File: src/rtl/cpu_cycle_sequencer_pkg.sv
// cpu_timing_pkg: shared T-state/M-cycle constants and sequencer state encoding
package cpu_timing_pkg;
  localparam int STEP_WIDTH_DEF = 4;
  localparam int COUNT_WIDTH_DEF = 8;
  localparam logic [3:0] STEP_T1 = 4'b0001;
  localparam logic [3:0] STEP_T2 = 4'b0010;
  localparam logic [3:0] STEP_T3 = 4'b0100;
  localparam logic [3:0] STEP_T4 = 4'b1000;
  localparam logic [7:0] COUNT_M1 = 8'b0000_0001;
  typedef enum logic [1:0] {
    SEQ_BOOT = 2'd0,
    SEQ_RUN  = 2'd1,
    SEQ_HALT = 2'd2
  } seq_state_t;
endpackage

File: src/rtl/cpu_cycle_sequencer_if.sv
// cpu_cycle_sequencer_if: control/timing bundle between clock-enable logic, decoders and sequencer
interface cpu_cycle_sequencer_if
  import cpu_timing_pkg::*;
#(
  parameter int STEP_WIDTH = STEP_WIDTH_DEF,
  parameter int COUNT_WIDTH = COUNT_WIDTH_DEF
);
  logic clk_enable;
  logic stall;
  logic ir_fetch;
  logic halt_req;
  logic wake;
  logic [STEP_WIDTH-1:0] cycle_step;
  logic [COUNT_WIDTH-1:0] cycle_count;
  logic force_fetch;
  logic ir_latch;
  logic halted;
  logic seq_error;
  modport master (
    output clk_enable, stall, ir_fetch, halt_req, wake,
    input  cycle_step, cycle_count, force_fetch, ir_latch, halted, seq_error
  );
  modport slave (
    input  clk_enable, stall, ir_fetch, halt_req, wake,
    output cycle_step, cycle_count, force_fetch, ir_latch, halted, seq_error
  );
endinterface

File: src/rtl/cpu_cycle_sequencer_onehot_ring.sv
// onehot_ring: one-hot rotator with synchronous load and optional saturation at the top bit
module onehot_ring #(
  parameter int WIDTH = 4
) (
  input  logic             clk,
  input  logic             rst,
  input  logic             en,
  input  logic             load,
  input  logic [WIDTH-1:0] load_value,
  input  logic             hold_at_top,
  output logic [WIDTH-1:0] q
);
  always_ff @(posedge clk) begin
    if (rst) q <= WIDTH'(1);
    else if (en) q <= load ? load_value : (hold_at_top && q[WIDTH-1]) ? q : {q[WIDTH-2:0], q[WIDTH-1]};
  end
endmodule

File: src/rtl/cpu_cycle_sequencer.sv
// cpu_cycle_sequencer: generates one-hot T-state and M-cycle index with boot fetch, stall and HALT
module cpu_cycle_sequencer
  import cpu_timing_pkg::*;
#(
  parameter int STEP_WIDTH = STEP_WIDTH_DEF,
  parameter int COUNT_WIDTH = COUNT_WIDTH_DEF
) (
  input logic i_Clk,
  input logic i_Reset,
  cpu_cycle_sequencer_if.slave bus
);
  seq_state_t state, state_nxt;
  logic [STEP_WIDTH-1:0] step;
  logic [COUNT_WIDTH-1:0] count;
  logic adv, mend, fetch, count_load, err_set, latch_nxt, ir_latch, seq_error;
  always_comb begin
    adv = bus.clk_enable & ~bus.stall;
    mend = adv & step[STEP_WIDTH-1];
    fetch = bus.ir_fetch | (state == SEQ_BOOT);
    state_nxt = state;
    count_load = 1'b0;
    err_set = 1'b0;
    latch_nxt = 1'b0;
    if (mend) begin
      case (state)
        SEQ_BOOT: begin
          state_nxt = SEQ_RUN;
          count_load = 1'b1;
          latch_nxt = 1'b1;
        end
        SEQ_RUN: begin
          latch_nxt = fetch;
          state_nxt = bus.halt_req ? SEQ_HALT : SEQ_RUN;
          count_load = bus.halt_req | fetch;
          err_set = ~bus.halt_req & ~fetch & count[COUNT_WIDTH-1];
        end
        SEQ_HALT: begin
          state_nxt = bus.wake ? SEQ_RUN : SEQ_HALT;
          count_load = 1'b1;
          latch_nxt = bus.wake;
        end
        default: state_nxt = SEQ_BOOT;
      endcase
    end
  end
  always_ff @(posedge i_Clk) begin
    if (i_Reset) begin
      state <= SEQ_BOOT;
      ir_latch <= 1'b0;
      seq_error <= 1'b0;
    end else begin
      state <= state_nxt;
      ir_latch <= latch_nxt;
      seq_error <= seq_error | err_set;
    end
  end
  onehot_ring #(.WIDTH(STEP_WIDTH)) u_step (
    .clk(i_Clk),
    .rst(i_Reset),
    .en(adv),
    .load(1'b0),
    .load_value(STEP_WIDTH'(1)),
    .hold_at_top(1'b0),
    .q(step)
  );
  // count saturates at its top bit; overrun is flagged via err_set instead of wrapping
  onehot_ring #(.WIDTH(COUNT_WIDTH)) u_count (
    .clk(i_Clk),
    .rst(i_Reset),
    .en(mend),
    .load(count_load),
    .load_value(COUNT_WIDTH'(1)),
    .hold_at_top(1'b1),
    .q(count)
  );
  assign bus.cycle_step = step;
  assign bus.cycle_count = count;
  assign bus.force_fetch = (state == SEQ_BOOT);
  assign bus.ir_latch = ir_latch;
  assign bus.halted = (state == SEQ_HALT);
  assign bus.seq_error = seq_error;
endmodule

File: src/flat_wrapper.sv
// flat-port wrapper written by rule: the top's interface ports become plain ports
module cpu_cycle_sequencer_flat import cpu_timing_pkg::*;
#(
  parameter int STEP_WIDTH = STEP_WIDTH_DEF,
  parameter int COUNT_WIDTH = COUNT_WIDTH_DEF
)
  (i_Clk, i_Reset, bus_clk_enable, bus_stall, bus_ir_fetch, bus_halt_req, bus_wake, bus_cycle_step, bus_cycle_count, bus_force_fetch, bus_ir_latch, bus_halted, bus_seq_error);
  cpu_cycle_sequencer_if #(.STEP_WIDTH(STEP_WIDTH), .COUNT_WIDTH(COUNT_WIDTH)) bus_i ();
  input logic i_Clk;
  input logic i_Reset;
  input wire logic [$bits(bus_i.clk_enable)-1:0] bus_clk_enable;
  input wire logic [$bits(bus_i.stall)-1:0] bus_stall;
  input wire logic [$bits(bus_i.ir_fetch)-1:0] bus_ir_fetch;
  input wire logic [$bits(bus_i.halt_req)-1:0] bus_halt_req;
  input wire logic [$bits(bus_i.wake)-1:0] bus_wake;
  output wire logic [$bits(bus_i.cycle_step)-1:0] bus_cycle_step;
  output wire logic [$bits(bus_i.cycle_count)-1:0] bus_cycle_count;
  output wire logic [$bits(bus_i.force_fetch)-1:0] bus_force_fetch;
  output wire logic [$bits(bus_i.ir_latch)-1:0] bus_ir_latch;
  output wire logic [$bits(bus_i.halted)-1:0] bus_halted;
  output wire logic [$bits(bus_i.seq_error)-1:0] bus_seq_error;
  assign bus_i.clk_enable = bus_clk_enable;
  assign bus_i.stall = bus_stall;
  assign bus_i.ir_fetch = bus_ir_fetch;
  assign bus_i.halt_req = bus_halt_req;
  assign bus_i.wake = bus_wake;
  assign bus_cycle_step = bus_i.cycle_step;
  assign bus_cycle_count = bus_i.cycle_count;
  assign bus_force_fetch = bus_i.force_fetch;
  assign bus_ir_latch = bus_i.ir_latch;
  assign bus_halted = bus_i.halted;
  assign bus_seq_error = bus_i.seq_error;
  cpu_cycle_sequencer #(.STEP_WIDTH(STEP_WIDTH), .COUNT_WIDTH(COUNT_WIDTH)) u_core (.i_Clk(i_Clk), .i_Reset(i_Reset), .bus(bus_i));
endmodule
File: config.mk
export PLATFORM = sky130hd
export DESIGN_NAME = cpu_cycle_sequencer_flat
export DESIGN_NICKNAME = d
export VERILOG_FILES = /design/src/rtl/cpu_cycle_sequencer_pkg.sv /design/src/rtl/cpu_cycle_sequencer_if.sv /design/src/rtl/cpu_cycle_sequencer_onehot_ring.sv /design/src/rtl/cpu_cycle_sequencer.sv /design/src/flat_wrapper.sv
export SDC_FILE = /design/constraint.sdc
export NUM_CORES = 1
export LEC_CHECK = 0
export CAP_MARGIN = 20
export CORE_MARGIN = 2
export CORE_UTILIZATION = 30
export CTS_BUF_LIST = sky130_fd_sc_hd__clkbuf_8
export DETAILED_ROUTE_END_ITERATION = 8
export GPL_ROUTABILITY_DRIVEN = 1
export PLACE_DENSITY = 0.54
export SETUP_SLACK_MARGIN = 0.1
export SLEW_MARGIN = 20
export SYNTH_ARGS = -nofsm -noshare
export SYNTH_HDL_FRONTEND = slang
export SYNTH_SLANG_ARGS = --single-unit
export TNS_END_PERCENT = 1
File: constraint.sdc
create_clock -name i_Clk -period 2 [get_ports i_Clk]
set_input_delay 0.4 -clock i_Clk [delete_from_list [all_inputs] [get_ports i_Clk]]
set_output_delay 0.4 -clock i_Clk [all_outputs]
set_load 0.02 [all_outputs]
# --- Yosys cells after proc, flatten, opt, wreduce, memory -nomap -nowiden ---
# Cells that the tools add are included.
classes:
  eq_ne: 3
  n_mux: 10
  n_bitwise: 11
  reduce_logical: 4
ops:
  columns: ["op", "count"]
  rows:
  - ["8-bit two-way mux", 2]
  - ["2-bit case mux with 3 select lines", 1]
  - ["1-bit bitwise AND", 4]
  - ["2-bit two-way mux", 2]
  - ["1-bit inverter", 4]
  - ["2-bit OR reduction", 2]
  - ["1-bit two-way mux", 3]
  - ["1-bit OR", 3]
  - ["1-bit case mux with 3 select lines", 1]
  - ["2-bit by 1-bit equality test with 1-bit output (second input constant)", 1]
  - ["2-bit equality test (second input constant)", 1]
  - ["2-bit zero test", 1]
  - ["2-bit inequality test (second input constant)", 1]
  - ["1-bit case mux with 2 select lines", 1]
  - ["2-bit AND reduction", 1]
word_totals:
  regBits: 16
  in_bits: 7
  wordCells: 34

# --- Logic depth before layout (Yosys ltp) ---
logic_depth:
  depth_word: 8
  ltp_mapped: 4

# --- Cells and area by module ---
# A second synthesis with hierarchy kept.
unflattened:
  cells_unflattened: 92
  area_unflattened_um2: 903.4
by_module_without_submodules:
  columns: ["module", "n_inst", "cells_each", "area_per_inst_um2"]
  rows:
  - ["onehot_ring (u_core.u_count)", 1, 40, 434.2]
  - ["cpu_cycle_sequencer", 1, 31, 241.5]
  - ["onehot_ring (u_core.u_step)", 1, 21, 227.7]

# --- Worst setup path after synthesis ---
# Ideal clock, no wire load.
synth_timing:
  path_type: "input -> register"
  from: "in i_Reset"
  to: "reg u_core.u_count.q[1]"
  setup_time_ps: 60
  t_arrival_ps: 1195
  required_time_ps: 1940
  slack_ps: 745
  stages: 4
  path_cell_list: "buf_6 -> nand2b_4 -> nor4_4 -> a22o_1"
synth_rtl:
  columns: ["item", "line_no", "rtl"]
  rows:
  - ["start, declared", "flat_wrapper.sv:10", "input logic i_Reset;"]
  - ["end signal, assigned", "cpu_cycle_sequencer_onehot_ring.sv:15", "else if (en) q <= load ? load_value : (hold_at_top && q[WIDTH-1]) ? q : {q[WIDTH-2:0], q[WIDTH-1]};"]
  - ["end, declared", "cpu_cycle_sequencer_onehot_ring.sv:11", "output logic [WIDTH-1:0] q"]

# --- Worst setup path in the final report ---
layout_timing:
  from: "reg u_core.state[1]"
  to: "out bus_halted"
layout_via:
  elab_chain_len: 1
layout_lines:
  columns: ["item", "line_no", "rtl"]
  rows:
  - ["start, declared", "cpu_cycle_sequencer.sv:12", "seq_state_t state, state_nxt;"]
  - ["start signal, assigned", "cpu_cycle_sequencer.sv:52", "state <= state_nxt;"]
  - ["2-bit equality test", "cpu_cycle_sequencer.sv:80", "assign bus.halted = (state == SEQ_HALT);"]
  - ["end, declared", "flat_wrapper.sv:20", "output wire logic [$bits(bus_i.halted)-1:0] bus_halted;"]
# Every way passes these cells.

==> impl_metrics.yaml <==
worst_hold_path:
  worst_hold_path.endpoint: "u_core.u_count.q[0]"
  hold_path.class: "flip-flop to flip-flop"
  hold_path_depth: 2
  worstHoldStart: "u_core.u_count.q[0]"
pwr:
  power_density_nw_per_um2: 672.4
  power_leakage_nw: 0.3989
  ir_drop_mv: 0.5366
clocking:
  tritoncts: "yes"
  numCtsBuffers: 3
  worstSkewPairLatency_ns: 0.25
  clock_sinks: 16
  ctsLongestPathBuffers: 2
  post_cts_buffers: 0
  postCtsHoldBufs: 0
  clock_tree.root_cell: "clkbuf_8"
  clkTransAtPathRegs_ns: 0.07
  cts_htree_levels: 1
route:
  ant_nets: 0
  wl_per_cell_um: 11.46
  drt-initial-drc-count: 6
  drc: 0
  firstDrtPassIters: 3
  avgViaCountPerCell: 4.647
  wl_um: 1329
  num_vias: 539
timing:
  clock_skew_ns: 0.006007
  finalCriticalPeriod_ns: 1.818
  slew_violations: 0
  fmaxAchievable_ghz: 0.5500
  worst_pin_slew_ns: 0.4071
  fin_hold_ws_ns: 0.4758
  rsz0062_at_grt: "no"
  finalSetupTns_ns: 0
  hold_violations: 0
  post-route-period-util: 0.9091
  slew_headroom: 0.7266
  setup_violations: 0
worst_setup_path:
  cp_slowest_cell: "clkdlybuf4s50_1"
  cp_max_fo: 8
  cp.required_ns: 1.60
  worstRegToRegCells: 3
  critical_path_class: "flip-flop to output port"
  timing.rr.start: "u_core.u_step.q[3]"
  crit_chain: "and2b_1, clkdlybuf4s50_1"
  crit_path_end_kind: "output port"
  slowest_delay_ns: 0.59
  worstSetupStartpointType: "flip-flop"
  critical_path_arrival_ns: 1.42
  startpoint: "u_core.state[1]"
  r2r-end: "u_core.u_count.q[5]"
  worst-r2r-setup-slack_ns: 0.74
logic_synthesis:
  syn-instance-count: 63
  synth-seq-cells: 16
  syn_area_per_cell_um2: 10.76
  synth_cell_types: 25
  seq_area_frac_synth: 0.4723
  mappedNetlistNets: 70
  yosys_warnings: 0
  syn-cell-area_um2: 678.2
run:
  drv_cap: 0
finish:
  layout_common_cells: "clkdlybuf4s50_1 (22), dfxtp_1 (15), nor2_1 (8), a22o_1 (7)"
  finalNetCount: 96
  fillers: 216
  syn2layout_area_growth_pct: 44.65
  final_common_cell: "clkdlybuf4s50_1"
  antennaDiodeCount: 0
  drive_gt1_frac: 0.1250
floorplan:
  row_count: 17
  coreArea_um2: 2170
  initial_core_util: 0.3126
  fp.dieW_um: 51.55
  die_h_um: 51.55
  top_level_ports: 23
  dieArea_um2: 2657
grt:
  grt_pass1_wl_um: 2297
  grt_max_degree: 10
  antenna_found_initial: 0
  grt_use_total: 0.1186
  grt_pass1_vias: 528
  grt_overflow: 0
place:
  gp_congestion: 0.7634
  dp_hpwl_um: 1007
  port_buffers: 22
outcome:
  outcome: "completed"
## state kept, by name, indices dropped and copies added (netlist names)
| name | count |
|---|---|
| u_core.state | 2 |
| u_core.u_step.q | 4 |
| u_core.bus.ir_latch | 1 |
| u_core.bus.seq_error | 1 |
| u_core.u_count.q | 8 |
## how the worst max path moves through the flow
stage / to / slack [ns] / cells after the start
detailed placement: u_core.u_count.q[1] / 0.22 / 4
floorplan: u_core.u_count.q[1] / 0.75 / 4
finish: bus_halted / 0.18 / 2
global placement: u_core.u_count.q[1] / 0.23 / 4
global route: bus_halted / 0.12 / 2
CTS: bus_halted / 0.11 / 2
## synth_stat cells
cell type	n	area (µm²)
nor2b_1	2	12.51
and3_1	1	6.260
o22ai_1	2	12.51
nand2b_4	1	13.76
dfxtp_1	16	320.3
nor2_1	8	30.03
o221a_1	1	11.26
o21ai_0	2	10.01
buf_2	1	5.000
nand2b_1	1	6.260
a22o_1	7	61.31
nor4_4	1	21.27
nor3_1	1	5.000
and2b_1	1	7.510
mux2i_1	3	30.03
nand3_1	1	5.000
o32ai_4	1	27.53
buf_6	1	11.26
o21ba_2	1	10.01
and3b_1	1	8.760
a21oi_1	3	15.01
inv_1	4	15.01
nand3b_4	1	20.02
a41oi_1	1	8.760
nand2_1	1	3.750
## cell type report
cell class	instances	area (µm²)	area share
tap	28	35.03	0.03571
multi-input combinational	41	326.6	0.3329
clock buffer	4	55.05	0.05612
timing repair buffer	23	227.7	0.2321
inverter	4	15.01	0.01531
sequential	16	321.6	0.3278
## through the flow
stage	utilization	worst slack, ns	power [mW]	cells	area (µm²)
after floorplan	-	0.7454	0.3589	63	678.2
after global placement	0.4262	0.2253	0.3833	112	924.6
after detailed placement	0.4262	0.2156	0.3835	112	924.6
after CTS	0.4516	0.1079	0.6691	116	979.7
after global routing	0.4521	0.1156	0.6924	116	980.9
final	0.4521	0.1817	0.6596	116	980.9
## routing by layer
layer	track usage	part of all wire
met5	0	0
met4	0.07895	0.011
met3	0.02586	0.021
met2	0.1859	0.49
met1	0.1452	0.48
## critical path: cells and delay by family, from the launching register on
| kind | cells | cell delay [ns] |
|---|---|---|
| DFF | 1 | 0.43 |
| and+or+nand+nor | 1 | 0.15 |
| buffers and inverters | 1 | 0.59 |
## where the power goes
| group | internal, mW | switching, mW |
|---|---|---|
| Combinational | 0.0278 | 0.0234 |
| Sequential | 0.322 | 0.00275 |
| Clock | 0.174 | 0.109 |
| Total | 0.524 | 0.135 |
## timing repair
item	4_1_cts	5_1_grt
endpoints found under the setup margin	0	1
resized for setup	0	1
hold endpoints to repair	0	0
## cell families after synthesis
group / count (synthesis) / share of synthesized area
multiplexers: 3 / 0.04428
AO/OA/AOI/OAI: 18 / 0.2306
buffers and inverters: 6 / 0.04611
AND/OR/NAND/NOR: 20 / 0.2066
flip-flops: 16 / 0.4723
Note: power is estimated with default switching activity, not from simulation.
